===== src/rtl/instr_fetch_unit.sv =====
// ----------------------------------------------------------------------------
// instr_fetch_unit
//   Fetches 32-bit instruction pairs from instruction memory into a 2-entry
//   FIFO and presents the head pair to the prefetch buffer. A redirect flushes
//   the FIFO, retargets the fetch PC and, for an odd target, marks the low
//   halfword of the first new pair for discard.
//
// Ports
//   clk          in   clock, rising edge
//   rst          in   asynchronous active-low reset
//   ready        in   prefetch buffer accepts one pair this cycle
//   redirect     in   taken jump/branch: flush and refetch
//   redirect_pc  in   [15:0] halfword index of the target instruction
//   imem_req     out  read request, accepted in the cycle it is high
//   imem_addr    out  [14:0] word address (fetch_pc[15:1])
//   imem_valid   in   read response strobe
//   imem_rdata   in   [31:0] instruction pair, [15:0] first
//   exInst       out  [31:0] head instruction pair
//   write        out  exInst valid; transfers when write && ready
//   PCNI         out  [15:0] halfword index of first valid instruction
//   skip_lo      out  exInst[15:0] is to be discarded
//
// Optional feature (macro FETCH_STAT_EN)
//   fetch_count  out  [15:0] pushed entries, saturating
//   flush_count  out  [15:0] redirect cycles, saturating
// ----------------------------------------------------------------------------
module instr_fetch_unit (
    input  logic        clk,
    input  logic        rst,
    input  logic        ready,
    input  logic        redirect,
    input  logic [15:0] redirect_pc,
    output logic        imem_req,
    output logic [14:0] imem_addr,
    input  logic        imem_valid,
    input  logic [31:0] imem_rdata,
    output logic [31:0] exInst,
    output logic        write,
    output logic [15:0] PCNI,
    output logic        skip_lo
`ifdef FETCH_STAT_EN
    ,
    output logic [15:0] fetch_count,
    output logic [15:0] flush_count
`endif
);

    typedef enum logic [1:0] {StIdle, StWait, StDiscard} state_e;

    state_e      r_state;
    logic [15:0] r_fetch_pc;
    logic        r_skip_pend;
    logic [1:0]  r_count;
    logic        r_rd_ptr;
    logic        r_wr_ptr;
    logic [31:0] r_pair [2];
    logic [15:0] r_pcni [2];
    logic        r_skip [2];

    logic w_req;
    logic w_push;
    logic w_pop;

    // Requests only go out when a slot is free without counting on a pop, so
    // the single outstanding response always has room.
    assign w_req  = rst && (r_state == StIdle) && (r_count < 2'd2) && !redirect;
    assign w_push = (r_state == StWait) && imem_valid && !redirect;
    assign w_pop  = (r_count != 2'd0) && ready;

    assign imem_req  = w_req;
    assign imem_addr = r_fetch_pc[15:1];

    assign write   = (r_count != 2'd0);
    assign exInst  = write ? r_pair[r_rd_ptr] : 32'h0;
    assign PCNI    = write ? r_pcni[r_rd_ptr] : 16'h0;
    assign skip_lo = write ? r_skip[r_rd_ptr] : 1'b0;

    always_ff @(posedge clk or negedge rst) begin
        if (!rst) begin
            r_state     <= StIdle;
            r_fetch_pc  <= 16'h0;
            r_skip_pend <= 1'b0;
            r_count     <= 2'd0;
            r_rd_ptr    <= 1'b0;
            r_wr_ptr    <= 1'b0;
        end else if (redirect) begin
            r_count     <= 2'd0;
            r_rd_ptr    <= 1'b0;
            r_wr_ptr    <= 1'b0;
            r_fetch_pc  <= redirect_pc & 16'hFFFE;
            r_skip_pend <= redirect_pc[0];
            // A response landing in the redirect cycle is simply dropped;
            // otherwise an in-flight request must be drained in DISCARD.
            if (r_state != StIdle) begin
                r_state <= imem_valid ? StIdle : StDiscard;
            end
        end else begin
            r_count <= r_count + {1'b0, w_push} - {1'b0, w_pop};
            if (w_pop) begin
                r_rd_ptr <= ~r_rd_ptr;
            end
            unique case (r_state)
                StIdle: begin
                    if (w_req) begin
                        r_state <= StWait;
                    end
                end
                StWait: begin
                    if (imem_valid) begin
                        r_wr_ptr    <= ~r_wr_ptr;
                        r_fetch_pc  <= r_fetch_pc + 16'd2;
                        r_skip_pend <= 1'b0;
                        r_state     <= StIdle;
                    end
                end
                StDiscard: begin
                    if (imem_valid) begin
                        r_state <= StIdle;
                    end
                end
                default: r_state <= StIdle;
            endcase
        end
    end

    // Payload storage needs no reset: outputs are gated by the occupancy count.
    always_ff @(posedge clk) begin
        if (w_push) begin
            r_pair[r_wr_ptr] <= imem_rdata;
            // fetch_pc is even, so bit 0 carries the odd-target flag.
            r_pcni[r_wr_ptr] <= {r_fetch_pc[15:1], r_skip_pend};
            r_skip[r_wr_ptr] <= r_skip_pend;
        end
    end

`ifdef FETCH_STAT_EN
    logic [15:0] r_fetch_count;
    logic [15:0] r_flush_count;

    always_ff @(posedge clk or negedge rst) begin
        if (!rst) begin
            r_fetch_count <= 16'h0;
            r_flush_count <= 16'h0;
        end else begin
            if (w_push && (r_fetch_count != 16'hFFFF)) begin
                r_fetch_count <= r_fetch_count + 16'd1;
            end
            if (redirect && (r_flush_count != 16'hFFFF)) begin
                r_flush_count <= r_flush_count + 16'd1;
            end
        end
    end

    assign fetch_count = r_fetch_count;
    assign flush_count = r_flush_count;
`endif

endmodule

===== config.mk =====
export PLATFORM = sky130hd
export DESIGN_NAME = instr_fetch_unit
export DESIGN_NICKNAME = d
export VERILOG_FILES = /design/src/rtl/instr_fetch_unit.sv
export SDC_FILE = /design/constraint.sdc
export NUM_CORES = 1
export LEC_CHECK = 0
export CAP_MARGIN = 20
export CORE_ASPECT_RATIO = 0.75
export CORE_MARGIN = 5
export CORE_UTILIZATION = 53
export CTS_BUF_LIST = sky130_fd_sc_hd__clkbuf_8 sky130_fd_sc_hd__clkbuf_16
export DETAILED_ROUTE_END_ITERATION = 7
export GPL_ROUTABILITY_DRIVEN = 0
export PLACE_DENSITY = 0.85
export REMOVE_ABC_BUFFERS = 1
export SLEW_MARGIN = 20
export SYNTH_ARGS = -nofsm -noshare
export SYNTH_HDL_FRONTEND = slang
export SYNTH_SLANG_ARGS = --single-unit

===== constraint.sdc =====
create_clock -name clk -period 6 [get_ports clk]
set_clock_uncertainty 0.15 [all_clocks]
set_input_delay 0.6 -clock clk [delete_from_list [all_inputs] [get_ports clk]]
set_output_delay 0.6 -clock clk [all_outputs]
set_load 0.05 [all_outputs]

==> summary.md <==
| Metric | Value |
|---|---|
| Outcome | finished clean |
| Commonest non-fill, non-tap cell in the layout | clkdlybuf4s50_1 |
| Area delta synth->final | 40.8% |
| Clk buf depth | 2 |
| Asr flop ratio synth | 18.6% |
| Minimum clock period | between 3 and 4 ns |
| Synth Flop Type | edfxtp_1 |
| DR pass1 iterations | 4 |
| TritonCTS Sinks | between 100 and 150 |
| Die area | about 0.011 mm2 |
| Die Ht | approximately 93 um |
| Sequential fraction of the synthesis area | between 70% and 80% |
| Synth top area cells | edfxtp_1, dfrtp_1, mux2i_1 |
| Worst Path Arrival | roughly 2.8 ns |
| DRT iter0 DRCs | between 200 and 250 |
| Crit. End Element | primary output |
| CP Max Fanout | 30 |
| Buffers on Ports | about 120 |
| Final TNS setup | 0 ns |
| LEAKAGE | ~2.4 nW |
| I/O pins | ~120 |
| Setup Fix Bufs, Post-CTS | 0 |
| TritonCTS clock tree | done |
| Remaining DRCs | 0 |
| Initial antenna violation count | 0 |
| Crit path launch type | register |
| Mean Syn Cell Area | around 14 um2 |
| Share of post-route cells with drive strength above 1 | 8.98% |
| Final Hold Fails | 0 |
| WP data required | ~5.3 ns |
| Largest net degree at the start of global routing | 50 |
| Worst path slowest cell | clkdlybuf4s50_1 |
| FP Rows | 30 |
| HPWL after DPL | 6790 um |
| CP max stage delay | 0.83 ns |
| Maximum VDD drop | around 0.00023 V |
| Hold Path Class | register to register |
| Clk_lat worst skew | roughly 0.39 ns |
| Global route total overflow | 0 |
| Crit path kind | register to primary output |
| Final Slew Violations | 0 |
| Cell taking the most area after synthesis | edfxtp_1 |
| Post-CTS Resized | 0 |
| Max Cap Viol | 0 |
| Htree depth | 4 |
| # hold bufs at CTS | 0 |
| GRT Overall Usage | 19.9% |
| Worst Tran Pin Value | approximately 0.65 ns |
| DR vias/cell | about 5.3 |
| Final hold slack | about 0.33 ns |
| Post-DRT Antenna Nets | 0 |
| Worst-path clk slew | roughly 0.05 ns |
| Wirelength, routed | ~11000 um |
| Setup-failing EPs final | 0 |
| F_max | roughly 280 MHz |
| P per Cell Area | 428 mW/mm2 |
| Placeable Area | ~0.0090 mm2 |
| Number of synthesis warnings | 0 |
| EDFF count, synth | 96 |
| Slew HR | between 50 and 60% |
| Final core utilization | around three quarters |
| Synth Instances | approximately 340 |
| Initial Util | 53.9% |
| First-pass GRT wire length | 16800 um |
| CTS Root Buffer Type | clkbuf_16 |
| Most frequent cells in the layout | clkdlybuf4s50_1, edfxtp_1, nor2_1 |
| Routed WL per cell | approximately 18 um |
| TritonCTS Buffers | 17 |
| Top cell family by delay on the critical path | buffers and inverters |
| Cell area after synthesis | around 0.0048 mm2 |
| Chip Width | ~120 um |
| Top cell type's share of synthesized area | roughly three fifths |
| Final nets | 524 |
| Synthesized flop and latch total | about 120 |
| Final period utilization | between 50% and 60% |
| Routed vias | around 3100 |
| Unrepaired setup endpoints after global routing | no |
| Cell breakdown of the critical path | buf_4 > mux2i_1 > nor2_1 > clkdlybuf4s50_1 |
| Buffer and inverter count on the worst path | 2 |
| Synth cell types | 29 |
| Diode count | 0 |
| Vias in the first global route | ~3300 |
## power by group
| group | total (W) | internal (W) | leakage, nW | switching (W) |
|---|---|---|---|---|
| clock network | 0.00107 | 0.000731 | 0.311 | 0.000342 |
| logic | 0.000827 | 0.000312 | 0.936 | 0.000515 |
| registers | 0.00101 | 0.000947 | 1.14 | 0.0000674 |
## area by class of cell
type / instances / area (um2)
flip-flops and latches: 118 / 3430
fillers: 573 / 2160
multi-input cells: 196 / 1320
repair buffers: 124 / 1250
clock buffers: 17 / 425
clock inverters: 15 / 209
well taps: 112 / 140
inverters: 9 / 33.8
## final timing paths
kind | from | end | slack [ns] | cells past startpoint
max in group asynchronous | rst | r_rd_ptr | 5.03 | 2
min in group asynchronous | rst | r_fetch_pc[4] | 0.41 | 2
max | r_rd_ptr | exInst[6] | 2.41 | 4
min | r_skip_pend | r_pcni[0][0] | 0.33 | 0
min reg2reg | r_skip_pend | r_pcni[0][0] | 0.33 | 0
max reg2reg | r_state[1] | r_pcni[1][2] | 3.22 | 6
## synth_stat cells, drive strengths merged, types with 3 or more instances
| library cell | instances |
|---|---|
| nand4 | 4 |
| edfxtp | 96 |
| buf | 5 |
| nand3 | 5 |
| nor3 | 4 |
| nor2 | 56 |
| o21ai | 16 |
| nor2b | 3 |
| dfrtp | 22 |
| mux2i | 50 |
| mux2 | 3 |
| inv | 9 |
| nor4 | 5 |
| xnor2 | 12 |
| ha | 5 |
| xor2 | 5 |
| nand2 | 21 |
| clkbuf | 11 |
## state kept, by name, indices dropped and copies added, names as in the netlist
register / cells
r_skip_pend: 1
r_count: 2
r_wr_ptr: 1
r_pair: 64
r_fetch_pc: 15
r_rd_ptr: 1
r_state: 2
r_pcni: 32
## worst reg2reg max path, stage by stage, from the launching register on
cell	delay, ns
dfrtp_1	0.39
inv_1	0.09
ha_1	0.22
nand2_1	0.18
or2_2	0.39
nor2_4	0.52
buf_4	0.48
## logic make-up (layout without fill, tap and decap cells)
family | Yosys count | in the layout | share of synthesized area, %
fa+ha+maj | 5 | 5 | 1.29
compound gates | 17 | 17 | 1.84
buf+inv | 25 | 165 | 2.15
flops | 118 | 118 | 71.0
xor+xnor | 17 | 17 | 3.08
simple gates | 104 | 104 | 9.60
mux | 53 | 53 | 11.0
## layer usage
metal / global-route usage, % / wire, um / vias up
li1: - / - / 1474
met1: 25.5 / 4630 / 1506
met2: 32.5 / 5050 / 140
met3: 6.78 / 806 / 13
met4: 5.57 / 97 / 0
met5: 0 / 0 / -
## per-stage QoR
step / worst slack, ns / area, um2 / total power (W) / std cells
after floorplan: 2.03 / 4770 / 0.00158 / 323
after global placement: 2.60 / 6150 / 0.00183 / 558
after detailed placement: 2.60 / 6150 / 0.00184 / 558
after CTS: 2.36 / 6780 / 0.00292 / 590
after global routing: 2.28 / 6810 / 0.00303 / 591
final: 2.41 / 6810 / 0.00291 / 591
Note: power is estimated with default switching activity, not from simulation.
